$ cat src/rtl/fc_loss_stage_if.sv
// fc_loss_stage_if: bundles the fc loss stage streams.
// in_*    : indexed Q16.16 forward values from the fc layer (valid/rdy)
// label*  : target class, latched on a single-cycle label_valid pulse
// out_*   : indexed Q16.16 error values to the fc backward pass (valid/rdy)
// pred_*  : argmax of the last complete vector; idx_err is sticky range error
interface fc_loss_stage_if #(
    parameter int IDX_W = 10
);
    logic [31:0]      in_data;
    logic [IDX_W-1:0] in_idx;
    logic             in_valid;
    logic             in_rdy;
    logic [IDX_W-1:0] label;
    logic             label_valid;
    logic [31:0]      out_data;
    logic [IDX_W-1:0] out_idx;
    logic             out_valid;
    logic             out_rdy;
    logic [IDX_W-1:0] pred_class;
    logic             pred_valid;
    logic             idx_err;

    modport slave (
        input  in_data, in_idx, in_valid, label, label_valid, out_rdy,
        output in_rdy, out_data, out_idx, out_valid, pred_class, pred_valid, idx_err
    );

    modport master (
        output in_data, in_idx, in_valid, label, label_valid, out_rdy,
        input  in_rdy, out_data, out_idx, out_valid, pred_class, pred_valid, idx_err
    );
endinterface

$ cat src/rtl/fc_loss_stage.sv
// fc_loss_stage: buffers one fc output vector, reports its argmax and streams
// (output - one_hot(label)) >>> GRAD_SHIFT back, saturated to 32 bits.
// clk, rst : clock, synchronous active-high reset
// bus      : fc_loss_stage_if slave (input stream, label, error stream, prediction)
module fc_loss_stage #(
    parameter int N_OUT      = 10,
    parameter int IDX_W      = 10,
    parameter int GRAD_SHIFT = 0
) (
    input  logic              clk,
    input  logic              rst,
    fc_loss_stage_if.slave    bus
);
    localparam int CW = (N_OUT > 1) ? $clog2(N_OUT) : 1;

    typedef enum logic [1:0] {COLLECT, SCAN, WAIT_LABEL, EMIT} state_t;

    state_t             state_q;
    logic signed [31:0] buf_q [N_OUT];
    logic [N_OUT-1:0]   recv_q;
    logic signed [31:0] max_val_q;
    logic [CW-1:0]      max_idx_q;
    logic               max_ok_q;
    logic               dup_q;
    logic [IDX_W-1:0]   label_q;
    logic               label_ok_q;
    logic [CW-1:0]      i_q;
    logic               in_rdy_q;
    logic               out_valid_q;
    logic [31:0]        out_data_q;
    logic [IDX_W-1:0]   out_idx_q;
    logic [IDX_W-1:0]   pred_class_q;
    logic               pred_valid_q;
    logic               idx_err_q;

    logic               acc_d;
    logic               in_range_d;
    logic [CW-1:0]      widx_d;
    logic [N_OUT-1:0]   recv_d;
    logic               take_d;
    logic               scan_take_d;
    logic               label_now_d;
    logic [CW-1:0]      ni_d;
    logic signed [32:0] diff_d;
    logic signed [32:0] sh_d;
    logic [31:0]        err_d;

    assign acc_d       = bus.in_valid && in_rdy_q;
    assign in_range_d  = bus.in_idx < IDX_W'(N_OUT);
    assign widx_d      = bus.in_idx[CW-1:0];
    assign recv_d      = recv_q | (N_OUT'(1) << widx_d);
    // Ties go to the lower index regardless of arrival order.
    assign take_d      = !max_ok_q || ($signed(bus.in_data) > max_val_q) ||
                         (($signed(bus.in_data) == max_val_q) && (widx_d < max_idx_q));
    assign scan_take_d = (i_q == '0) || (buf_q[i_q] > max_val_q);
    // A label pulse coinciding with completion counts as already latched.
    assign label_now_d = label_ok_q || bus.label_valid;
    // Index of the value loaded into the output register this cycle.
    assign ni_d        = out_valid_q ? i_q + 1'b1 : i_q;
    assign diff_d      = {buf_q[ni_d][31], buf_q[ni_d]} -
                         ((IDX_W'(ni_d) == label_q) ? 33'sh0_0001_0000 : 33'sh0);
    assign sh_d        = diff_d >>> GRAD_SHIFT;
    // Overflow when the two top bits disagree after the 33-bit subtract/shift.
    assign err_d       = (sh_d[32] != sh_d[31]) ? (sh_d[32] ? 32'h8000_0000 : 32'h7FFF_FFFF)
                                                : sh_d[31:0];

    always_ff @(posedge clk) begin
        if (rst) begin
            state_q      <= COLLECT;
            recv_q       <= '0;
            max_val_q    <= '0;
            max_idx_q    <= '0;
            max_ok_q     <= 1'b0;
            dup_q        <= 1'b0;
            label_q      <= '0;
            label_ok_q   <= 1'b0;
            i_q          <= '0;
            in_rdy_q     <= 1'b1;
            out_valid_q  <= 1'b0;
            out_data_q   <= '0;
            out_idx_q    <= '0;
            pred_class_q <= '0;
            pred_valid_q <= 1'b0;
            idx_err_q    <= 1'b0;
        end else begin
            if (bus.label_valid && state_q != EMIT) begin
                label_q    <= bus.label;
                label_ok_q <= 1'b1;
                if (bus.label >= IDX_W'(N_OUT)) idx_err_q <= 1'b1;
            end
            case (state_q)
                COLLECT: begin
                    if (acc_d) begin
                        pred_valid_q <= 1'b0;
                        if (in_range_d) begin
                            buf_q[widx_d] <= bus.in_data;
                            recv_q        <= recv_d;
                            if (recv_q[widx_d]) dup_q <= 1'b1;
                            if (take_d) begin
                                max_val_q <= bus.in_data;
                                max_idx_q <= widx_d;
                                max_ok_q  <= 1'b1;
                            end
                            // Stop accepting as soon as the vector is complete.
                            if (&recv_d) in_rdy_q <= 1'b0;
                        end else begin
                            idx_err_q <= 1'b1;
                        end
                    end
                    if (&recv_q) begin
                        i_q <= '0;
                        if (dup_q) begin
                            // An overwrite may have lowered the running max: rescan.
                            state_q <= SCAN;
                        end else begin
                            pred_class_q <= IDX_W'(max_idx_q);
                            pred_valid_q <= 1'b1;
                            state_q      <= label_now_d ? EMIT : WAIT_LABEL;
                        end
                    end
                end
                SCAN: begin
                    if (scan_take_d) begin
                        max_val_q <= buf_q[i_q];
                        max_idx_q <= i_q;
                    end
                    if (i_q == CW'(N_OUT - 1)) begin
                        pred_class_q <= IDX_W'(scan_take_d ? i_q : max_idx_q);
                        pred_valid_q <= 1'b1;
                        i_q          <= '0;
                        state_q      <= label_now_d ? EMIT : WAIT_LABEL;
                    end else begin
                        i_q <= i_q + 1'b1;
                    end
                end
                WAIT_LABEL: begin
                    if (bus.label_valid) state_q <= EMIT;
                end
                EMIT: begin
                    if (!out_valid_q || bus.out_rdy) begin
                        if (out_valid_q && i_q == CW'(N_OUT - 1)) begin
                            out_valid_q <= 1'b0;
                            recv_q      <= '0;
                            label_ok_q  <= 1'b0;
                            label_q     <= '0;
                            in_rdy_q    <= 1'b1;
                            max_ok_q    <= 1'b0;
                            dup_q       <= 1'b0;
                            i_q         <= '0;
                            state_q     <= COLLECT;
                        end else begin
                            out_valid_q <= 1'b1;
                            out_data_q  <= err_d;
                            out_idx_q   <= IDX_W'(ni_d);
                            i_q         <= ni_d;
                        end
                    end
                end
                default: state_q <= COLLECT;
            endcase
        end
    end

    assign bus.in_rdy     = in_rdy_q;
    assign bus.out_valid  = out_valid_q;
    assign bus.out_data   = out_data_q;
    assign bus.out_idx    = out_idx_q;
    assign bus.pred_class = pred_class_q;
    assign bus.pred_valid = pred_valid_q;
    assign bus.idx_err    = idx_err_q;
endmodule

$ cat src/flat_wrapper.sv
// flat-port wrapper written by rule: the top's interface ports become plain ports
module fc_loss_stage_flat 
#(
    parameter int N_OUT      = 10,
    parameter int IDX_W      = 10,
    parameter int GRAD_SHIFT = 0
)
  (clk, rst, bus_in_data, bus_in_idx, bus_in_valid, bus_label, bus_label_valid, bus_out_rdy, bus_in_rdy, bus_out_data, bus_out_idx, bus_out_valid, bus_pred_class, bus_pred_valid, bus_idx_err);
  fc_loss_stage_if #(.IDX_W(IDX_W)) bus_i ();
  input  logic clk;
  input  logic rst;
  input wire logic [$bits(bus_i.in_data)-1:0] bus_in_data;
  input wire logic [$bits(bus_i.in_idx)-1:0] bus_in_idx;
  input wire logic [$bits(bus_i.in_valid)-1:0] bus_in_valid;
  input wire logic [$bits(bus_i.label)-1:0] bus_label;
  input wire logic [$bits(bus_i.label_valid)-1:0] bus_label_valid;
  input wire logic [$bits(bus_i.out_rdy)-1:0] bus_out_rdy;
  output wire logic [$bits(bus_i.in_rdy)-1:0] bus_in_rdy;
  output wire logic [$bits(bus_i.out_data)-1:0] bus_out_data;
  output wire logic [$bits(bus_i.out_idx)-1:0] bus_out_idx;
  output wire logic [$bits(bus_i.out_valid)-1:0] bus_out_valid;
  output wire logic [$bits(bus_i.pred_class)-1:0] bus_pred_class;
  output wire logic [$bits(bus_i.pred_valid)-1:0] bus_pred_valid;
  output wire logic [$bits(bus_i.idx_err)-1:0] bus_idx_err;
  assign bus_i.in_data = bus_in_data;
  assign bus_i.in_idx = bus_in_idx;
  assign bus_i.in_valid = bus_in_valid;
  assign bus_i.label = bus_label;
  assign bus_i.label_valid = bus_label_valid;
  assign bus_i.out_rdy = bus_out_rdy;
  assign bus_in_rdy = bus_i.in_rdy;
  assign bus_out_data = bus_i.out_data;
  assign bus_out_idx = bus_i.out_idx;
  assign bus_out_valid = bus_i.out_valid;
  assign bus_pred_class = bus_i.pred_class;
  assign bus_pred_valid = bus_i.pred_valid;
  assign bus_idx_err = bus_i.idx_err;
  fc_loss_stage #(.N_OUT(N_OUT), .IDX_W(IDX_W), .GRAD_SHIFT(GRAD_SHIFT)) u_core (.clk(clk), .rst(rst), .bus(bus_i));
endmodule
$ cat config.mk
export PLATFORM = sky130hd
export DESIGN_NAME = fc_loss_stage_flat
export DESIGN_NICKNAME = d
export VERILOG_FILES = /design/src/rtl/fc_loss_stage_if.sv /design/src/rtl/fc_loss_stage.sv /design/src/flat_wrapper.sv
export SDC_FILE = /design/constraint.sdc
export NUM_CORES = 1
export LEC_CHECK = 0
export ABC_AREA = 1
export CORE_ASPECT_RATIO = 0.75
export CORE_MARGIN = 8
export CORE_UTILIZATION = 60
export CTS_CLUSTER_DIAMETER = 100
export DETAILED_ROUTE_END_ITERATION = 12
export PLACE_DENSITY_LB_ADDON = 0.12
export SYNTH_ARGS = -nofsm -noshare
export SYNTH_HDL_FRONTEND = slang
export SYNTH_SLANG_ARGS = --single-unit
$ cat constraint.sdc
create_clock -name clk -period 4.46 [get_ports clk]
set_input_delay 0.892 -clock clk [delete_from_list [all_inputs] [get_ports clk]]
set_output_delay 0.892 -clock clk [all_outputs]
set_load 0.005 [all_outputs]
## Word-level counts from Yosys, hierarchy flattened

Memories as Yosys holds them, arrays and structs flattened. A register that Yosys moved wholly into a read port is not among the register bits.
Index checks and enable logic that the tools add are counted.

- Add/sub/neg operators: 2
- $mul: 0
- Divide/modulo/power cells: 0
- Magnitude comparators: 6
- Equal/unequal tests: 20
- Shift-type cells: 1
- Multiplexer cells: 81
- Bitwise operators: 2
- Reduce and logical (&&, ||, !) cells: 29

Operators by type and width:

| kind | count |
|---|---|
| 32-bit 2-to-1 mux | 6 |
| 10-bit 2-to-1 mux | 11 |
| 32-bit > comparator | 2 |
| 32-bit one-hot mux with 2 select lines | 1 |
| 4-bit 2-to-1 mux | 12 |
| 10-bit one-hot mux with 2 select lines | 2 |
| 1-bit 2-to-1 mux | 34 |
| 33-bit subtractor | 1 |
| 32-bit equality test | 1 |
| 2-bit by 1-bit inequality test with 1-bit output, second input constant | 10 |
| 10-bit AND reduction | 2 |
| 6-bit AND reduction | 3 |
| 17-bit 2-to-1 mux | 1 |
| 5-bit AND reduction | 3 |
| 2-bit 2-to-1 mux | 6 |
| 4-bit one-hot mux with 3 select lines | 1 |
| 4-bit by 10-bit equality test with 1-bit output | 1 |
| 10-bit by 4-bit >= comparator with 1-bit output, second input constant | 1 |
| 10-bit by 4-bit less-than comparator with 1-bit output, second input constant | 1 |
| 10-bit bitwise OR | 1 |
| 1-bit by 4-bit << shifter with 10-bit output, first input constant | 1 |
| 1-bit one-hot mux with 2 select lines | 4 |
| 2-bit one-hot mux with 4 select lines | 1 |
| 4-bit one-hot mux with 2 select lines | 1 |
| 20 further kinds | 34 |

- Bits in registers: 115
- Bits in latches: 0
- RAM bits: 320
- Bits in read-only memories: 0
- Input port bits: 57
- Output and inout bits: 56
- Logic and storage cells: 158
- Memories kept: 1

Memories:

| name | words | width | read ports | clocked after memory_dff | wr ports | line | RTL |
|---|---|---|---|---|---|---|---|
| u_core.buf_q | 10 | 32 | 2 | 1 | 1 | fc_loss_stage.sv:19 | `logic signed [31:0] buf_q [N_OUT];` |

## Logic depth before layout (Yosys ltp)

Gate-level depths: netlist (run 1).

- Word-level depth: 7
- Depth in mapped cells: 26
- Gate-level depth less buffers: 23

## Least setup slack after synthesis (run 1)

Ideal clock, no wire load.

- Path type: reg-to-reg
- Start point: register u_core.i_q[0]
- End point: register u_core.out_data_q[0], in the netlist u_core.bus.out_data[0]
- Setup time: 122 ps
- Arrival time: 3553 ps
- Required time: 4338 ps
- Slack: 785 ps
- Cell stages (with the launch flop): 22
- Path buffers: 3
- Period minus slack after synthesis: 3675 ps
- Cell sequence: dfxtp_1 > inv_2 > ha_1 > inv_1 > nand2_1 > o21ai_2 > clkbuf_1 > clkbuf_1 > o21ai_0 > a2111oi_0 > nand3_1 > a21oi_1 > ha_1 > ha_1 > nand3_1 > nor2_1 > nand3_2 > nor2_4 > nor2_2 > nor2_4 > buf_6 > a21oi_2

- Cells in the longest elaborated chain, start to end: 7
- Elaborated cells between the ends (all ways): 13
- Classes of those cells: 2 x add/sub; 3 x eq/ne; 4 x mux; 1 x bitwise; 2 x reduce/logical; 1 x memory

RTL lines:

| element | line | RTL |
|---|---|---|
| start, declared | fc_loss_stage.sv:27 | `logic [CW-1:0] i_q;` |
| start signal, assigned | fc_loss_stage.sv:133 | `i_q <= i_q + 1'b1;` |
| start signal, assigned | fc_loss_stage.sv:155 | `i_q <= ni_d;` |
| parallel branches: the longest is 7 deep, another holds 33-bit subtractor | n/a |  |
| end signal, assigned | fc_loss_stage.sv:153 | `out_data_q <= err_d;` |
| end, declared | fc_loss_stage.sv:30 | `logic [31:0] out_data_q;` |

Parallel ways; which one is timed is not known.
A chain may end at the register's enable or synchronous reset.

## Final worst setup path (run 1)

- Start point: register u_core.out_valid_q, in the netlist u_core.bus.out_valid
- End point: register u_core.out_data_q[7], in the netlist u_core.bus.out_data[7]

- Cells in the longest elaborated chain, start to end: 6
- Elaborated cells between the ends (all ways): 13
- Classes of those cells: 1 x add/sub; 2 x eq/ne; 4 x mux; 1 x bitwise; 4 x reduce/logical; 1 x memory

RTL lines:

| element | line | RTL |
|---|---|---|
| start, declared | fc_loss_stage.sv:29 | `logic out_valid_q;` |
| start signal, assigned | fc_loss_stage.sv:79 | `out_valid_q <= 1'b0;` |
| start signal, assigned | fc_loss_stage.sv:142 | `out_valid_q <= 1'b0;` |
| start signal, assigned | fc_loss_stage.sv:152 | `out_valid_q <= 1'b1;` |
| parallel branches: the longest is 6 deep, another holds 33-bit subtractor | n/a |  |

Parallel ways; which one is timed is not known.

==> flow_metrics.env, run 1 <==
export IMPL_postCtsHoldBufs=0
export IMPL_cts_made_buffers=45
export IMPL_cp_start_kind="register"
export IMPL_powerDensity_mw_per_mm2=469
export IMPL_r2r_slack_ns=0.37
export IMPL_skew_ns=0.0261
export IMPL_place_congestion=0.980
export IMPL_die_area_mm2=0.0451
export IMPL_endpoint_kind="register"
export IMPL_grt_overflow_total=0
export IMPL_critical_path_arrival_ns=4.50
export IMPL_slew_headroom=0.125
export IMPL_clk_latency_ns=0.58
export IMPL_status="finished clean"
export IMPL_syn2layout_area_growth_pct=14.6
export IMPL_first_pass_iters=8
export IMPL_period_share=0.916
export IMPL_ys_seq_elements=433
export IMPL_synthTopCellsByCount="nand2_1 (572), o21ai_0 (355), nor2_1 (350)"
export IMPL_worst_pin_slew_ns=1.31
export IMPL_fin_area_mm2=0.0265
export IMPL_timing_rr_end="u_core.bus.out_data[7]"
export IMPL_wl_met2_um=30900
export IMPL_met1_length_um=30500
export IMPL_dr_max_layer_used="met5"
export IMPL_drv_slew=0
export IMPL_num_vias=20900
export IMPL_die_h_um=186
export IMPL_synth_async_sr_flop_share=0
export IMPL_synth_edf_count=320
export IMPL_core_rowCount=62
export IMPL_ys_seq_area_frac=0.513
export IMPL_synthFlopType="edfxtp_1"
export IMPL_crit_path_start="u_core.bus.out_valid"
export IMPL_clockBufferDepth=3
export IMPL_dr_wl_met3_um=11300
export IMPL_grt_pass1_wl_um=114000
export IMPL_max_freq_mhz=245
export IMPL_drt_iter0_drc=3416
export IMPL_route_detailed_drc=0
export IMPL_place_area_mm2=0.0250
export IMPL_syn_avg_cell_area_um2=8.50
export IMPL_synth_most_common_cell="nand2_1"
export IMPL_rsz0062_at_grt="false"
export IMPL_postCtsSetupBuffers=0
export IMPL_clockRootBuffer="clkbuf_16"
export IMPL_fin_crit_ns=4.09
export IMPL_ant_nets=0
export IMPL_maxCapViolCount=0
export IMPL_htreeDepth=2
export IMPL_antennaDiodeCount=0
export IMPL_port_buffers=100
export IMPL_grt_use_total=0.323
export IMPL_synth_top_area_frac=0.415
export IMPL_hold_violations=0
export IMPL_r2r_start="u_core.bus.out_valid"
export IMPL_path_class="reg2reg"
export IMPL_fin_ws_ns=0.372
export IMPL_yosys_area_top_type="edfxtp_1"
export IMPL_grt_max_degree=80
export IMPL_fillCellCount=2998
export IMPL_cp_max_fo=63
export IMPL_die_x_um=243
export IMPL_viasPerCell=6.26
export IMPL_hold_path_depth=2
export IMPL_drive_above_1_share=0.0868
export IMPL_totalPowerFinal_uw=12400
export IMPL_holdCritStartpoint="u_core.bus.pred_class[3]"
export IMPL_synth_warnings=0
export IMPL_reg2regPathDepth=17
export IMPL_start_util=0.606
export IMPL_antenna_found_initial=2
export IMPL_syn_area_mm2=0.0231
export IMPL_wl_per_cell_um=22.4
export IMPL_totalWireLength_um=74800
export IMPL_min_path_type="reg2reg"
export IMPL_power_leakage_uw=0.0104
export IMPL_crit_required_ns=4.88
export IMPL_final_setup_viol_count=0
export IMPL_cts_sinks=433
export IMPL_hold_end="u_core.bus.pred_class[3]"
export IMPL_synthCells=2722
export IMPL_synthDistinctLibCells=47
export IMPL_pre_cts_ws_ns=0.160
export IMPL_irDropWorstVdd_mv=0.367
export IMPL_layout_nets=2931
export IMPL_clkTransAtPathRegs_ns=0.06
export IMPL_place_hpwl_um=49100
export IMPL_core_area_mm2=0.0382
export IMPL_tritoncts="done"
export IMPL_synthTopCellsByArea="edfxtp_1 (42%), dfxtp_1 (9.8%), nand2_1 (9.3%)"
export IMPL_tns_ns=0
export IMPL_grt_pass1_vias=19700
export IMPL_ios=113
==> kinds of logic after synthesis <==
| family | count (synthesis) | synth area share |
|---|---|---|
| AO/OA/AOI/OAI | 678 | 0.172 |
| XOR/XNOR | 10 | 0.00379 |
| flip-flops | 433 | 0.513 |
| other | 1 | 0.000162 |
| buffers and inverters | 398 | 0.0721 |
| adder cells (fa/ha/maj) | 76 | 0.0411 |
| AND/OR/NAND/NOR | 1126 | 0.197 |
==> report_power, final <==
| part | internal [µW] | leakage [µW] | total, µW | switching [µW] |
|---|---|---|---|---|
| clock | 2150 | 0.000728 | 3770 | 1620 |
| sequential | 4530 | 0.00380 | 4630 | 105 |
| combinational | 1290 | 0.00583 | 4030 | 2740 |
==> routing by layer <==
layer,vias to the layer above,track usage
met5,-,0
met4,2,0.103
met3,203,0.104
met2,1516,0.470
met1,9717,0.456
li1,9507,-
==> per-stage QoR <==
| step | hold slack [ns] | instances | utilization |
|---|---|---|---|
| 4_1_cts | 0.473 | 3346 | 0.694 |
| 6_report | 0.472 | 3346 | 0.694 |
| 3_5_place_dp | 0.460 | 3263 | 0.656 |
| 2_1_floorplan | 0.437 | 2733 | - |
| 3_3_place_gp | 0.450 | 3263 | 0.656 |
| 5_1_grt | 0.494 | 3346 | 0.694 |
==> what timing repair did <==
action,CTS,global route
setup endpoints to repair,0,25
hold endpoints to repair,0,0
resized for setup,0,1
==> how the worst max path moves through the flow <==
| stage | slack [ns] | to | depth (start not counted) |
|---|---|---|---|
| floorplan | 0.79 | u_core.bus.out_data[0] | 21 |
| global placement | 0.29 | u_core.max_val_q[12] | 14 |
| detailed placement | 0.16 | u_core.max_val_q[18] | 15 |
| CTS | 0.37 | u_core.max_val_q[18] | 19 |
| global route | 0.08 | u_core.bus.out_data[7] | 18 |
| finish | 0.37 | u_core.bus.out_data[7] | 17 |
==> flip-flops by register name (all words and copies together), names as in the netlist, 2 cells and up, named ones only <==
name	flops
u_core.max_val_q	32
u_core.bus.out_data	32
u_core.recv_q	10
u_core.i_q	4
u_core.state_q	2
u_core.label_q	10
u_core.buf_q	320
u_core.bus.out_idx	4
u_core.max_idx_q	4
u_core.bus.pred_class	4
==> critical path, stage by stage (launching register included) <==
cell	delay (ns)
dfxtp_1	0.62
nand2_1	0.20
nand2_4	0.15
buf_12	0.28
buf_4	0.36
nand2_1	0.09
nand3_1	0.09
nand3_1	0.29
nand3_1	0.21
nand2_2	0.10
nand2_1	0.08
nor2_2	0.06
nand2_2	0.12
nor2_2	0.06
nand2_1	0.07
nor2_2	0.06
nor2_4	0.86
a21oi_1	0.16
==> area by class of cell <==
type / instances / area, µm² / area share
flip-flops and latches: 433 / 11900 / 0.448
clock buffers: 59 / 1280 / 0.0484
repair buffers: 198 / 1940 / 0.0731
inverters: 218 / 821 / 0.0310
clock inverters: 24 / 190 / 0.00718
well taps: 512 / 641 / 0.0242
multi-input cells: 1902 / 9750 / 0.368
==> cell usage in the layout (no fill, tap or decap), types with 40 or more instances in the layout <==
cell type,count
a21oi_1,96
buf_4,82
clkbuf_16,48
clkdlybuf4s50_1,100
dfxtp_1,110
edfxtp_1,320
ha_1,75
inv_1,209
nand2_1,572
nand3_1,152
nor2_1,340
o21ai_0,355
o221ai_1,53
o22ai_1,40
Note: power is estimated with default switching activity, not from simulation.
==> inputs of run 2 (changes only) <==
CORE_MARGIN = 2   (was 8)
==> run 2 against run 1 <==
Effect of this change: via count rose by 0.97%; largest cell class unchanged; first-iteration DRC count fell by 7.1%; critical path type unchanged; register-to-register slack got worse by 0.15 ns; sequential cell count did not move; global-route usage rose by 5.0 points; non-clock buffer count fell by 4; worst hold slack got worse by 0.00059 ns; combinational power barely moved; sequential power barely moved.
==> flow_metrics.env, run 2 (synthesis results as in run 1) <==
export IMPL_grt_pass1_wl_um=115000
export IMPL_clockBufferDepth=3
export IMPL_tritoncts="done"
export IMPL_irDropWorstVdd_mv=0.448
export IMPL_route_detailed_drc=0
export IMPL_viasPerCell=6.33
export IMPL_seq_area_mm2=0.0119
export IMPL_start_util=0.606
export IMPL_path_class="reg2reg"
export IMPL_final_setup_viol_count=0
export IMPL_endpoint_kind="register"
export IMPL_grt_max_degree=98
export IMPL_postCtsHoldBufs=0
export IMPL_status="finished clean"
export IMPL_cp_start_kind="register"
export IMPL_ant_nets=0
export IMPL_fillCellCount=2979
export IMPL_drv_slew=0
export IMPL_top_register="u_core.buf_q"
export IMPL_num_vias=21100
export IMPL_max_freq_mhz=236
export IMPL_slew_headroom=0.219
export IMPL_clockPowerShare=0.301
export IMPL_tns_ns=0
export IMPL_place_hpwl_um=47800
export IMPL_fin_crit_ns=4.23
export IMPL_hold_violations=0
export IMPL_skew_ns=0.0122
export IMPL_period_share=0.949
export IMPL_maxCapViolCount=0
export IMPL_htreeDepth=2
export IMPL_p_switching_uw=4430
export IMPL_fin_cells=3339
export IMPL_multi_input_area_mm2=0.00975
export IMPL_cts_sinks=433
export IMPL_drt_iter0_drc=3174
export IMPL_clkTransAtPathRegs_ns=0.06
export IMPL_clockRootBuffer="clkbuf_16"
export IMPL_rsz0062_at_grt="false"
export IMPL_final_cell_mix="nand2_1 (572), o21ai_0 (355), nor2_1 (340)"
export IMPL_final_common_cell="nand2_1"
export IMPL_grt_overflow_total=0
export IMPL_switching_share=0.357
export IMPL_syn2layout_area_growth_pct=14.3
export IMPL_die_area_mm2=0.0401
export IMPL_final_util=0.693
export IMPL_drive_above_1_share=0.0832
export IMPL_first_pass_iters=7
export IMPL_totalPowerFinal_uw=12400
export IMPL_die_h_um=174
export IMPL_clk_latency_ns=0.56
export IMPL_cts_made_buffers=44
export IMPL_pre_cts_ws_ns=0.119
export IMPL_port_buffers=100
export IMPL_cp_max_fo=31
export IMPL_core_rowCount=62
export IMPL_ios=113
export IMPL_crit_required_ns=4.90
export IMPL_powerDensity_mw_per_mm2=470
export IMPL_power_frac_seq=0.373
export IMPL_wl_per_cell_um=22.6
export IMPL_die_x_um=231
export IMPL_critical_path_arrival_ns=4.67
export IMPL_holdCritStartpoint="u_core.bus.pred_valid"
export IMPL_fin_ws_ns=0.225
export IMPL_placedCellCount=3259
export IMPL_layout_nets=2926
export IMPL_largest_reg_flops=320
export IMPL_antenna_found_initial=2
export IMPL_p_int_uw=8000
export IMPL_min_path_type="reg2reg"
export IMPL_combPwrFrac=0.326
export IMPL_grt_pass1_vias=19900
export IMPL_totalWireLength_um=75400
export IMPL_place_congestion=0.963
export IMPL_worst_pin_slew_ns=1.17
export IMPL_grt_use_total=0.373
export IMPL_power_leakage_uw=0.0103
export IMPL_core_area_mm2=0.0382
## run 2: cell count changes in the layout (fill, tap and decap cells not counted), sizes merged
cell	change
buf	-4
bufinv	+1
clkbuf	+7
clkinv	-10
clkinvlp	+2
diode	+1
inv	-4
## run 2: metrics by stage
step / cell area (µm²) / hold slack (ns)
floorplan: 23200 / 0.437
global placement: 25000 / 0.451
detailed placement: 25000 / 0.458
CTS: 26400 / 0.467
global route: 26400 / 0.494
finish: 26400 / 0.472
## run 2: worst paths after layout
kind	endpoint	slack [ns]	depth (start not counted)
setup / recovery	u_core.max_val_q[2]	0.23	23
hold / removal	u_core.bus.pred_valid	0.47	2
setup reg to reg	u_core.max_val_q[2]	0.23	23
hold reg to reg	u_core.bus.pred_valid	0.47	2
## run 2: final cells by class
cell class | count | area share
antenna | 1 | 0.0000946
clock buffer | 66 | 0.0491
clock inverter | 13 | 0.00549
inverter | 218 | 0.0312
multi-input combinational | 1902 | 0.369
sequential | 433 | 0.449
tap | 512 | 0.0242
timing repair buffer | 194 | 0.0721
## run 2: metal layers
metal	vias up	GRT usage	routed length, µm	share of wire
li1	9518	-	-	-
met1	9806	0.545	29900	0.40
met2	1628	0.536	31200	0.41
met3	196	0.105	12100	0.16
met4	0	0.124	2220	0.029
met5	-	0	0	0
## run 2: worst max-delay path, cell delays in order, from the launching register on
cell        delay [ns]
dfxtp_2           0.38
clkinvlp_4        0.38
buf_4             0.42
o21ai_0           0.14
o22ai_1           0.11
o211ai_1          0.28
nand2_1           0.12
ha_1              0.32
nand2_1           0.05
inv_1             0.10
nand3_1           0.08
nor2_1            0.29
nand2_1           0.09
nand2_1           0.12
nand2_1           0.08
nand2_1           0.08
nand2_1           0.05
nand3_1           0.09
nand3_1           0.13
nand3_2           0.17
buf_4             0.34
nand2_1           0.09
nand2_1           0.09
nor2_1            0.06
## run 2: timing repair
item / 4_1_cts / 5_1_grt
buffers inserted: 0 / 0
gates resized for setup: 0 / 1
setup endpoints to repair: 0 / 5
## run 2: power by group through the flow
| stage | combinational, µW | clock (µW) | sequential [µW] |
|---|---|---|---|
| after global routing | 4440 | 3920 | 4660 |
| after detailed placement | 3860 | 0 | 4720 |
| after global placement | 3760 | 0 | 4710 |
| after CTS | 3890 | 3760 | 4630 |
| final | 4060 | 3740 | 4640 |
| after floorplan | 2540 | 0 | 4690 |
